### config.mk
export PLATFORM = sky130hd
export DESIGN_NAME = io_gpio_bank_flat
export DESIGN_NICKNAME = d
export VERILOG_FILES = /design/src/rtl/io_gpio_pkg.sv /design/src/rtl/io_gpio_bank_if.sv /design/src/rtl/io_gpio_filter.sv /design/src/rtl/io_gpio_bank.sv /design/src/flat_wrapper.sv
export SDC_FILE = /design/constraint.sdc
export NUM_CORES = 1
export LEC_CHECK = 0
export BUFFER_PORTS_ARGS = -buffer_cell sky130_fd_sc_hd__clkbuf_2
export CORE_AREA = 2 2 160 115
export DETAILED_ROUTE_END_ITERATION = 6
export DIE_AREA = 0 0 162 117
export PLACE_DENSITY = 0.59
export SLEW_MARGIN = 30
export SYNTH_ARGS = -nofsm -noshare
export SYNTH_HDL_FRONTEND = slang
export SYNTH_HIERARCHICAL = 1
export SYNTH_SLANG_ARGS = --single-unit
### constraint.sdc
create_clock -name clk -period 3.3 [get_ports clk]
set_input_delay 0.99 -clock clk [delete_from_list [all_inputs] [get_ports clk]]
set_output_delay 0.99 -clock clk [all_outputs]
set_load 0.01 [all_outputs]
### src/rtl/io_gpio_pkg.sv
// Shared constants for the GPIO bank: default geometry and edge-event encoding.
package io_gpio_pkg;

  localparam int N_CH_DEF        = 16;
  localparam int SYNC_STAGES_DEF = 2;
  localparam int FILT_W_DEF      = 4;
  localparam int FILT_CYC_DEF    = 8;

  // Bit positions inside a per-channel edge-event vector
  localparam int EDGE_RISE = 0;
  localparam int EDGE_FALL = 1;
  localparam int EDGE_W    = 2;

  typedef logic [EDGE_W-1:0] edge_evt_t;

endpackage

### src/rtl/io_gpio_bank_if.sv
// Register-block side of the GPIO bank: drive controls, interrupt controls and status readback.
interface io_gpio_bank_if import io_gpio_pkg::*; #(
  parameter int N_CH = N_CH_DEF
) ();

  logic [N_CH-1:0] out_data;
  logic [N_CH-1:0] out_en;
  logic [N_CH-1:0] irq_rise_en;
  logic [N_CH-1:0] irq_fall_en;
  logic [N_CH-1:0] irq_clear;
  logic [N_CH-1:0] in_data;
  logic [N_CH-1:0] irq_pending;
  logic            irq;

  modport master (
    output out_data, out_en, irq_rise_en, irq_fall_en, irq_clear,
    input  in_data, irq_pending, irq
  );

  modport slave (
    input  out_data, out_en, irq_rise_en, irq_fall_en, irq_clear,
    output in_data, irq_pending, irq
  );

endinterface

### src/rtl/io_gpio_filter.sv
// One GPIO input channel: synchroniser chain, debounce counter, accepted level and
// one-cycle edge-event pulses aligned with the in_data update.
module io_gpio_filter import io_gpio_pkg::*; #(
  parameter int SYNC_STAGES = SYNC_STAGES_DEF,
  parameter int FILT_W      = FILT_W_DEF,
  parameter int FILT_CYC    = FILT_CYC_DEF
) (
  input  logic      clk,
  input  logic      resetn,
  input  logic      pad_in,
  output logic      in_data,
  output edge_evt_t edge_evt
);

  localparam logic [FILT_W-1:0] CNT_MAX    = {FILT_W{1'b1}};
  localparam logic [FILT_W-1:0] CNT_ACCEPT = FILT_W'(FILT_CYC - 1);

  if (SYNC_STAGES < 2) begin : g_bad_sync
    $error("io_gpio_filter: SYNC_STAGES must be at least 2");
  end
  if ((FILT_CYC < 1) || (FILT_CYC > (2 ** FILT_W) - 1)) begin : g_bad_filt
    $error("io_gpio_filter: FILT_CYC must lie in 1..2^FILT_W-1");
  end

  logic [SYNC_STAGES-1:0] sync_r;
  logic [FILT_W-1:0]      cnt_r;
  logic                   in_data_r;
  edge_evt_t              edge_r;
  logic                   s_s;

  assign s_s = sync_r[SYNC_STAGES-1];

  // Metastability chain for the asynchronous pad input
  always_ff @(posedge clk or negedge resetn) begin
    if (!resetn) begin
      sync_r <= {SYNC_STAGES{1'b0}};
    end else begin
      sync_r <= {sync_r[SYNC_STAGES-2:0], pad_in};
    end
  end

  // Debounce: a new level is accepted only after it has held for FILT_CYC synced cycles
  always_ff @(posedge clk or negedge resetn) begin
    if (!resetn) begin
      cnt_r     <= {FILT_W{1'b0}};
      in_data_r <= 1'b0;
      edge_r    <= {EDGE_W{1'b0}};
    end else begin
      edge_r <= {EDGE_W{1'b0}};
      if (s_s == in_data_r) begin
        cnt_r <= {FILT_W{1'b0}};
      end else if (cnt_r >= CNT_ACCEPT) begin
        in_data_r         <= s_s;
        cnt_r             <= {FILT_W{1'b0}};
        edge_r[EDGE_RISE] <= s_s;
        edge_r[EDGE_FALL] <= ~s_s;
      end else if (cnt_r != CNT_MAX) begin
        cnt_r <= cnt_r + FILT_W'(1'b1);
      end else begin
        cnt_r <= cnt_r;
      end
    end
  end

  assign in_data  = in_data_r;
  assign edge_evt = edge_r;

endmodule

### src/rtl/io_gpio_bank.sv
// GPIO bank between the register block and the 3.3V pad ring: registered pad drive,
// filtered inputs and sticky edge interrupts. Optional self-test via IO_GPIO_BANK_LOOPBACK_EN.
module io_gpio_bank import io_gpio_pkg::*; #(
  parameter int N_CH        = N_CH_DEF,
  parameter int SYNC_STAGES = SYNC_STAGES_DEF,
  parameter int FILT_W      = FILT_W_DEF,
  parameter int FILT_CYC    = FILT_CYC_DEF
) (
  input  logic            clk,
  input  logic            resetn,
`ifdef IO_GPIO_BANK_LOOPBACK_EN
  input  logic            loopback,
`endif
  output logic [N_CH-1:0] pad_a,
  output logic [N_CH-1:0] pad_en_n,
  input  logic [N_CH-1:0] pad_y,
  io_gpio_bank_if.slave   bus
);

  logic [N_CH-1:0] pad_a_r;
  logic [N_CH-1:0] pad_en_n_r;
  logic [N_CH-1:0] pending_r;
  logic            irq_r;
  logic [N_CH-1:0] sync_in_s;
  logic [N_CH-1:0] in_data_s;
  logic [N_CH-1:0] rise_s;
  logic [N_CH-1:0] fall_s;
  logic [N_CH-1:0] set_s;

`ifdef IO_GPIO_BANK_LOOPBACK_EN
  // Loopback feeds the registered drive value back into the input path
  always_comb begin
    sync_in_s = pad_y;
    if (loopback) begin
      sync_in_s = pad_a_r;
    end else begin
      sync_in_s = pad_y;
    end
  end

  // Data and enable update together; loopback keeps every pad tristated
  always_ff @(posedge clk or negedge resetn) begin
    if (!resetn) begin
      pad_a_r    <= {N_CH{1'b0}};
      pad_en_n_r <= {N_CH{1'b1}};
    end else begin
      pad_a_r    <= bus.out_data;
      pad_en_n_r <= loopback ? {N_CH{1'b1}} : ~bus.out_en;
    end
  end
`else
  // Input path always sees the pad receiver
  always_comb begin
    sync_in_s = pad_y;
  end

  // Data and enable update together so a channel never glitches between them
  always_ff @(posedge clk or negedge resetn) begin
    if (!resetn) begin
      pad_a_r    <= {N_CH{1'b0}};
      pad_en_n_r <= {N_CH{1'b1}};
    end else begin
      pad_a_r    <= bus.out_data;
      pad_en_n_r <= ~bus.out_en;
    end
  end
`endif

  for (genvar ch = 0; ch < N_CH; ch++) begin : g_ch
    edge_evt_t edge_s;

    io_gpio_filter #(
      .SYNC_STAGES (SYNC_STAGES),
      .FILT_W      (FILT_W),
      .FILT_CYC    (FILT_CYC)
    ) u_filter (
      .clk      (clk),
      .resetn   (resetn),
      .pad_in   (sync_in_s[ch]),
      .in_data  (in_data_s[ch]),
      .edge_evt (edge_s)
    );

    assign rise_s[ch] = edge_s[EDGE_RISE];
    assign fall_s[ch] = edge_s[EDGE_FALL];
  end

  // Qualify edge pulses with the per-channel enables sampled on the same cycle
  always_comb begin
    set_s = (rise_s & bus.irq_rise_en) | (fall_s & bus.irq_fall_en);
  end

  // Sticky pending bits: a new event outranks a simultaneous clear
  always_ff @(posedge clk or negedge resetn) begin
    if (!resetn) begin
      pending_r <= {N_CH{1'b0}};
      irq_r     <= 1'b0;
    end else begin
      pending_r <= (pending_r & ~bus.irq_clear) | set_s;
      irq_r     <= |pending_r;
    end
  end

  assign pad_a           = pad_a_r;
  assign pad_en_n        = pad_en_n_r;
  assign bus.in_data     = in_data_s;
  assign bus.irq_pending = pending_r;
  assign bus.irq         = irq_r;

endmodule

### src/flat_wrapper.sv
// flat-port wrapper written by rule: the top's interface ports become plain ports
module io_gpio_bank_flat import io_gpio_pkg::*;
#(
  parameter int N_CH        = N_CH_DEF,
  parameter int SYNC_STAGES = SYNC_STAGES_DEF,
  parameter int FILT_W      = FILT_W_DEF,
  parameter int FILT_CYC    = FILT_CYC_DEF
)
  (clk, resetn, pad_a, pad_en_n, pad_y, bus_out_data, bus_out_en, bus_irq_rise_en, bus_irq_fall_en, bus_irq_clear, bus_in_data, bus_irq_pending, bus_irq);
  io_gpio_bank_if #(.N_CH(N_CH)) bus_i ();
  input  logic clk;
  input  logic resetn;
  output logic [N_CH-1:0] pad_a;
  output logic [N_CH-1:0] pad_en_n;
  input  logic [N_CH-1:0] pad_y;
  input wire logic [$bits(bus_i.out_data)-1:0] bus_out_data;
  input wire logic [$bits(bus_i.out_en)-1:0] bus_out_en;
  input wire logic [$bits(bus_i.irq_rise_en)-1:0] bus_irq_rise_en;
  input wire logic [$bits(bus_i.irq_fall_en)-1:0] bus_irq_fall_en;
  input wire logic [$bits(bus_i.irq_clear)-1:0] bus_irq_clear;
  output wire logic [$bits(bus_i.in_data)-1:0] bus_in_data;
  output wire logic [$bits(bus_i.irq_pending)-1:0] bus_irq_pending;
  output wire logic [$bits(bus_i.irq)-1:0] bus_irq;
  assign bus_i.out_data = bus_out_data;
  assign bus_i.out_en = bus_out_en;
  assign bus_i.irq_rise_en = bus_irq_rise_en;
  assign bus_i.irq_fall_en = bus_irq_fall_en;
  assign bus_i.irq_clear = bus_irq_clear;
  assign bus_in_data = bus_i.in_data;
  assign bus_irq_pending = bus_i.irq_pending;
  assign bus_irq = bus_i.irq;
  io_gpio_bank #(.N_CH(N_CH), .SYNC_STAGES(SYNC_STAGES), .FILT_W(FILT_W), .FILT_CYC(FILT_CYC)) u_core (.clk(clk), .resetn(resetn), .pad_a(pad_a), .pad_en_n(pad_en_n), .pad_y(pad_y), .bus(bus_i));
endmodule
# Word level (Yosys, flattened, before mapping)
# Index checks and enable logic that the tools add are counted.
# classes
n_reduce_logical	33
bitwise_logic	39
n_addsub	16
eq_ne	32
order_cmp	16
mux	80
# ops
operator	n
$mux 4	48
$add 4x1->4 const B	16
$ge 4x3->1 const B	16
$mux 2	32
$ne 4x4->1 const B	16
$and 16x16->16	3
$reduce_bool 3->1	16
$not 1->1	32
$not 16->16	2
$or 16x16->16	2
$reduce_and 2->1	16
$eq 1x1->1	16
$reduce_or 16->1	1
# totals
ff_bits	193
output_inout_bits	65
word_cells	284

# Longest topological paths before layout
# Gate-level depths: netlist (run 1).
# logic_depth
depth_word	4
mapped_depth	3
ltp_nobuf	3

# Modules after synthesis
# The synthesis (run 1) kept the hierarchy.
# modules_own_cells
mod	area_each_um2	seq_area_each_um2	cells_per_inst	instances
io_gpio_filter (u_core.g_ch[10].u_filter ...)	327.8	225.2	22	15
io_gpio_bank	1597.8	1246.2	117	1
io_gpio_filter (u_core.g_ch[0].u_filter)	329.1	225.2	22	1

# Worst setup path before layout (run 1)
# Ideal clock, no wire load.
# synth_timing
path_kind	reg-to-output
from	reg u_core.pad_en_n_r[0], in the netlist u_core/pad_en_n[0]
to	out pad_en_n[0]
path_stages_with_launch	1
arrival_time_ns	0.520
path_buffers	0
setup_slack_ns	1.790
cell_sequence	dfstp_2
# synth_lines
element	line_no	source
start, declared	io_gpio_bank.sv:21	logic [N_CH-1:0] pad_en_n_r;
start signal, assigned	io_gpio_bank.sv:61	pad_en_n_r <= {N_CH{1'b1}};
start signal, assigned	io_gpio_bank.sv:64	pad_en_n_r <= ~bus.out_en;
end, declared	flat_wrapper.sv:14	output logic [N_CH-1:0] pad_en_n;
# No word-level cell between the ends.

# Final worst setup path (run 1)
# layout_timing
from	reg u_core.pad_en_n_r[4], in the netlist u_core/pad_en_n[4]
to	out pad_en_n[4]
# No word-level cell between the ends.

==> flow_metrics.py, run 1 <==
metrics = {
    "run_status": {
        "outcome": "complete, no violations",
    },
    "pwr": {
        "p_int_uw": 4350,
        "switching_share": 0.273,
        "power_frac_seq": 0.508,
        "p_clk_frac": 0.330,
        "combPwrFrac": 0.162,
        "peakVddDrop_v": 0.000379,
        "p_sw_uw": 1630,
        "p_leak_uw": 0.00417,
        "power_density_nw_per_um2": 698,
    },
    "grt": {
        "grt_start_max_net_pins": 82,
        "grt_pass1_wl_um": 20300,
        "gr-total-overflow": 0,
        "gr-usage-all-layers": 0.138,
        "antenna_found_initial": 0,
        "grt_pass1_vias": 4238,
    },
    "clock_tree": {
        "cts_buffers": 17,
        "cts_num_sinks": 193,
        "clockBufferDepth": 2,
        "cts_tree": "built",
        "path_clk_slew_ns": 0.07,
        "cts_resized": 0,
        "cts_hold_buffers": 0,
        "root_buffer": "clkbuf_16",
        "post_cts.repair.setup_buffers": 0,
        "htreeDepth": 4,
        "clk_latency_ns": 0.42,
    },
    "yosys": {
        "synth.avg_cell_area_um2": 14.6,
        "synth_edf_count": 0,
        "synth.distinct_cells": 21,
        "synth_nets": 583,
        "yosys_warnings": 6,
        "syn_area_um2": 6840,
        "ys_ff_latch": 193,
        "synthArstFlopShare": 1.00,
        "synth_cells": 469,
        "synth_seq_area_share": 0.709,
        "synth_flop_cell": "dfrtp_1",
    },
    "critical_path": {
        "cp_top_family": "flip-flops",
        "path_cells": "clkbuf_2",
        "endpoint_kind": "primary output",
        "max_stage_delay_ns": 0.53,
        "cp_num_buf_inv": 1,
        "worst_ep_required_time_ns": 2.31,
        "reg2reg_to": "u_core/g_ch[0].u_filter/in_data",
        "slowest_stage": "dfstp_2",
        "cp-start-kind": "flip-flop",
        "cp_max_fo": 1,
        "worstReg2RegStart": "u_core/g_ch[0].u_filter/cnt_r[0]",
        "rr_worst_depth": 3,
        "cp_data_arrival_time_ns": 1.07,
        "r2r_slack_ns": 1.86,
        "critical_path_class": "flip-flop to primary output",
    },
    "timing": {
        "post-route-period-util": 0.623,
        "setup_viol": 0,
        "worst_pin_slew_ns": 0.694,
        "relSlewSlack": 0.533,
        "timing.hold.ws_ns": 0.349,
        "fmax_ghz": 0.486,
        "drv_slew": 0,
        "finalClockSkew_ns": 0.00569,
        "setup_tns_ns": 0,
        "post-route-min-period_ns": 2.06,
        "worst_slack_ns": 1.24,
        "rsz0062_at_grt": "false",
        "finalHoldViolCount": 0,
    },
    "routing": {
        "drc": 0,
        "avgViaCountPerCell": 4.65,
        "routed-via-count": 4194,
        "drt_pass1_iterations": 6,
        "drt_iter0_markers": 216,
        "wl_per_cell_um": 13.7,
        "ant_nets": 0,
        "wirelength_um": 12300,
    },
    "place": {
        "dp_slack_ns": 1.42,
        "place.gp.congestion": 0.756,
        "hpwl_um": 9020,
        "placed_cells": 869,
        "numPortBuffers": 162,
    },
    "cells_and_area": {
        "area.sequential_um2": 4850,
        "area_growth_pct": 25.3,
        "nNetsFinal": 766,
        "drive_gt1_frac": 0.364,
        "multi_input_area_um2": 1870,
        "num-fill-cells": 1551,
        "insertedDiodeCount": 0,
        "stdcell_count": 901,
        "final_util": 0.489,
    },
    "min_path": {
        "worstHoldPathCells": 0,
        "hold_path.startpoint": "u_core/g_ch[11].u_filter/sync_r[0]",
        "hold_end": "u_core/g_ch[11].u_filter/sync_r[1]",
        "hold_path.class": "flip-flop to flip-flop",
    },
    "die": {
        "dieArea_um2": 19000,
        "io_pins": 163,
        "die_h_um": 117,
        "die_x_um": 162,
        "start_util": 0.390,
        "core_area_um2": 17500,
        "rows": 41,
    },
    "run": {
        "max-cap-violations": 0,
    },
}
layout make-up:
type / count / share of cell area
flip-flops and latches: 193 / 0.566
clock buffers: 22 / 0.0553
repair buffers: 164 / 0.100
multi-input cells: 244 / 0.219
clock inverters: 10 / 0.0117
inverters: 32 / 0.0140
well taps: 236 / 0.0344
power by group through the flow:
stage / clock [µW] / combinational (µW) / sequential (µW)
after global placement: 0 / 939 / 3050
after CTS: 2030 / 992 / 3040
after floorplan: 0 / 605 / 3060
final: 1970 / 968 / 3040
after global routing: 2140 / 1100 / 3100
after detailed placement: 0 / 985 / 3090
placed cells by master, fill, tap and decap left out, types with 3 or more instances in the layout:
cell type	netlist	layout
nor4_1	4	4
nand3_1	15	15
mux2_4	15	15
clkbuf_8	0	4
xnor2_1	17	17
clkinv_4	0	3
nor2_1	15	15
clkbuf_2	0	161
o21ai_0	15	15
clkbuf_16	0	17
clkinv_2	0	3
dfstp_2	16	16
a21o_4	15	15
a21oi_1	16	16
nor3_1	48	48
ha_1	16	16
nor3b_1	47	47
a22oi_1	15	15
inv_1	32	32
dfrtp_1	177	177
synth_stat cells, drive strengths merged (4+ instances only):
cell / count / area [µm²]
a21oi: 16 / 80.1
nor3b: 47 / 353
ha: 16 / 200
dfrtp: 177 / 4430
a22oi: 15 / 113
nor3: 48 / 240
inv: 32 / 120
nand3: 15 / 75.1
nor2: 15 / 56.3
nor4: 4 / 25.0
mux2: 16 / 236
o21ai: 15 / 75.1
xnor2: 17 / 149
dfstp: 16 / 420
a21o: 15 / 225
stage by stage:
step,area (µm²),total power [µW]
after floorplan,6840,3670
after global placement,8000,3990
after detailed placement,8000,4070
after CTS,8570,6070
after global routing,8570,6340
final,8570,5980
kinds of logic after synthesis:
logic type	after synthesis	synth area share
fa+ha+maj	16	0.0293
simple gates	132	0.113
compound gates	63	0.0757
xor+xnor	17	0.0218
mux	16	0.0346
buf+inv	32	0.0176
flops	193	0.709
state kept, by name (all words and copies together) (netlist names):
register and count:
u_core/bus.irq 1, u_core/bus.irq_pending 16, u_core/g_ch.u_filter/cnt_r 64, u_core/g_ch.u_filter/edge_evt 32, u_core/g_ch.u_filter/in_data 16, u_core/g_ch.u_filter/sync_r 32, u_core/pad_a 16, u_core/pad_en_n 16
how the worst max path moves through the flow:
| stage | start | end | slack (ns) | depth (start not counted) |
|---|---|---|---|---|
| after floorplan | u_core/pad_en_n[0] | pad_en_n[0] | 1.79 | 0 |
| after global placement | resetn | u_core/pad_en_n[12] | 1.45 | 2 |
| after detailed placement | resetn | u_core/pad_en_n[9] | 1.42 | 2 |
| after CTS | u_core/bus.irq_pending[10] | bus_irq_pending[10] | 1.18 | 1 |
| after global routing | u_core/bus.irq_pending[10] | bus_irq_pending[10] | 1.16 | 1 |
| final | u_core/pad_en_n[4] | pad_en_n[4] | 1.24 | 1 |
per-layer routing:
| layer | routed length, µm | track usage | vias up |
|---|---|---|---|
| met1 | 5630 | 0.181 | 2032 |
| met4 | 140 | 0.0478 | 0 |
| met2 | 5430 | 0.214 | 143 |
| met5 | 0 | 0 | - |
| met3 | 1120 | 0.0539 | 9 |
| li1 | - | - | 2010 |
Power figures use the tool's default switching activity.
==> run 2, diff against run 1 <==
ABC_AREA = 1   (was not set)
clock period = 2 ns   (was 3.3 ns; I/O delays follow)
==> run 2 against run 1 <==
Combinational power is 25% higher. Die area unchanged. Clock-buffer cell count decreased by 4. Wire length shrank 3.4%. Largest cell class unchanged. Area after synthesis increased by 0.71%. Worst setup slack lost 0.91 ns. Via count grew 7.9%. Hold slack got worse by 0.27 ns. Sequential cell count unchanged. Total power rose by 59%.
==> flow_metrics.py, run 2 <==
metrics = {
    "cells_and_area": {
        "insertedDiodeCount": 0,
        "layout_common_cells": "177 x dfrtp_1, 161 x clkbuf_2, 136 x nand2_1",
        "drive_gt1_frac": 0.292,
        "area_growth_pct": 26.4,
        "num-fill-cells": 1595,
        "largest_reg_flops": 64,
        "largest_register": "u_core/g_ch.u_filter/cnt_r",
        "final_util": 0.497,
        "final_common_cell": "dfrtp_1",
        "nNetsFinal": 943,
    },
    "min_path": {
        "hold_path.class": "primary input to asynchronous set/reset pin",
    },
    "timing": {
        "setup_tns_ns": 0,
        "rsz0062_at_grt": "false",
        "fmax_ghz": 0.599,
        "setup_viol": 0,
        "worst_slack_ns": 0.330,
        "worst_pin_slew_ns": 0.326,
        "finalClockSkew_ns": 0.00953,
        "timing.hold.ws_ns": 0.0818,
        "relSlewSlack": 0.783,
        "post-route-period-util": 0.835,
        "finalHoldViolCount": 0,
        "post-route-min-period_ns": 1.67,
        "drv_slew": 0,
    },
    "yosys": {
        "synthTopCellsByArea": "dfrtp_1 64%, nand2_1 7.4%, nor2_1 6.6%, dfstp_2 6.1%, inv_1 5.2%",
        "synth_cells": 642,
        "yosysTopAreaCell": "dfrtp_1",
        "post-synth-top-area-fraction": 0.643,
        "synth_flop_cell": "dfrtp_1",
        "yosys-top-cells-count": "177 x dfrtp_1, 136 x nand2_1, 122 x nor2_1",
        "synth.avg_cell_area_um2": 10.7,
        "yosys_warnings": 6,
        "synth_edf_count": 0,
        "synth.distinct_cells": 11,
        "synth_nets": 756,
        "yosysMostFrequentCell": "dfrtp_1",
        "synth_seq_area_share": 0.704,
        "ys_ff_latch": 193,
        "synthArstFlopShare": 1.00,
        "syn_area_um2": 6890,
    },
    "critical_path": {
        "cp_top_family": "flip-flops",
        "worst_ep_required_time_ns": 1.40,
        "path_cells": "clkbuf_2",
        "rr_worst_depth": 4,
        "cp_num_buf_inv": 1,
        "worstReg2RegStart": "u_core/g_ch[5].u_filter/cnt_r[0]",
        "max_stage_delay_ns": 0.52,
        "reg2reg_to": "u_core/g_ch[5].u_filter/cnt_r[3]",
        "cp-start-kind": "flip-flop",
        "cp_data_arrival_time_ns": 1.07,
        "r2r_slack_ns": 0.85,
        "cp_max_fo": 1,
        "endpoint_kind": "primary output",
        "slowest_stage": "dfstp_2",
        "critical_path_class": "flip-flop to primary output",
    },
    "routing": {
        "avgViaCountPerCell": 4.20,
        "wl_per_cell_um": 11.0,
        "routed-via-count": 4526,
        "drt_pass1_iterations": 4,
        "ant_nets": 0,
        "drt_iter0_markers": 304,
        "wirelength_um": 11900,
        "drc": 0,
    },
    "pwr": {
        "peakVddDrop_v": 0.000510,
        "power_uw": 9480,
        "p_leak_uw": 0.00457,
        "power_density_nw_per_um2": 1090,
    },
    "die": {
        "rows": 41,
        "core_area_um2": 17500,
        "die_x_um": 162,
        "start_util": 0.393,
        "dieArea_um2": 19000,
        "die_h_um": 117,
        "io_pins": 163,
    },
    "grt": {
        "grt_pass1_vias": 4270,
        "grt_pass1_wl_um": 19700,
        "grt_start_max_net_pins": 44,
        "gr-usage-all-layers": 0.135,
        "antenna_found_initial": 0,
        "gr-total-overflow": 0,
    },
    "place": {
        "hpwl_um": 8800,
        "dp_slack_ns": 0.771,
        "place.gp.congestion": 0.753,
        "numPortBuffers": 162,
    },
    "run_status": {
        "outcome": "complete, no violations",
    },
    "clock_tree": {
        "cts_num_sinks": 193,
        "htreeDepth": 4,
        "cts_resized": 0,
        "root_buffer": "clkbuf_16",
        "cts_buffers": 17,
        "cts_tree": "built",
        "path_clk_slew_ns": 0.07,
        "clk_latency_ns": 0.43,
        "cts_hold_buffers": 0,
        "post_cts.repair.setup_buffers": 0,
        "clockBufferDepth": 2,
    },
    "run": {
        "max-cap-violations": 0,
    },
}
-- run 2: routing by layer --
layer | vias to the layer above | track usage | routed length (µm) | share of wire
met5 | - | 0 | 0 | 0
met4 | 0 | 0.0566 | 168 | 0.014
met3 | 15 | 0.0447 | 752 | 0.063
met2 | 124 | 0.195 | 4940 | 0.42
met1 | 2055 | 0.188 | 6040 | 0.51
li1 | 2332 | - | - | -
-- run 2: kinds of logic after synthesis --
group	share of synthesized area
simple gates	0.166
flops	0.704
buf+inv	0.0523
compound gates	0.0494
fa+ha+maj	0.0290
-- run 2: cell type report --
type | count | area [µm²] | area share
flip-flops and latches | 193 | 4850 | 0.557
inverters | 96 | 360 | 0.0414
multi-input cells | 353 | 1680 | 0.193
repair buffers | 168 | 902 | 0.104
well taps | 236 | 295 | 0.0339
clock inverters | 14 | 193 | 0.0221
clock buffers | 18 | 429 | 0.0493
-- run 2: power breakdown --
group / switching, µW / total (µW) / internal (µW) / leakage [µW]
combinational: 711 / 1210 / 499 / 0.00179
sequential: 333 / 4720 / 4390 / 0.00248
clock: 1540 / 3550 / 2020 / 0.000295
-- run 2: worst max path at each step --
stage,end,from,cells after the start
final,pad_en_n[13],u_core/pad_en_n[13],1
after detailed placement,pad_en_n[1],u_core/pad_en_n[1],1
after global placement,pad_en_n[11],u_core/pad_en_n[11],1
after global routing,pad_en_n[10],u_core/pad_en_n[10],1
after floorplan,pad_en_n[0],u_core/pad_en_n[0],0
after CTS,pad_en_n[1],u_core/pad_en_n[1],1
-- run 2: through the flow --
step                cells  area (µm²)
floorplan             642        6890
global placement     1046        8090
detailed placement   1046        8090
CTS                  1078        8710
global route         1078        8710
finish               1078        8710
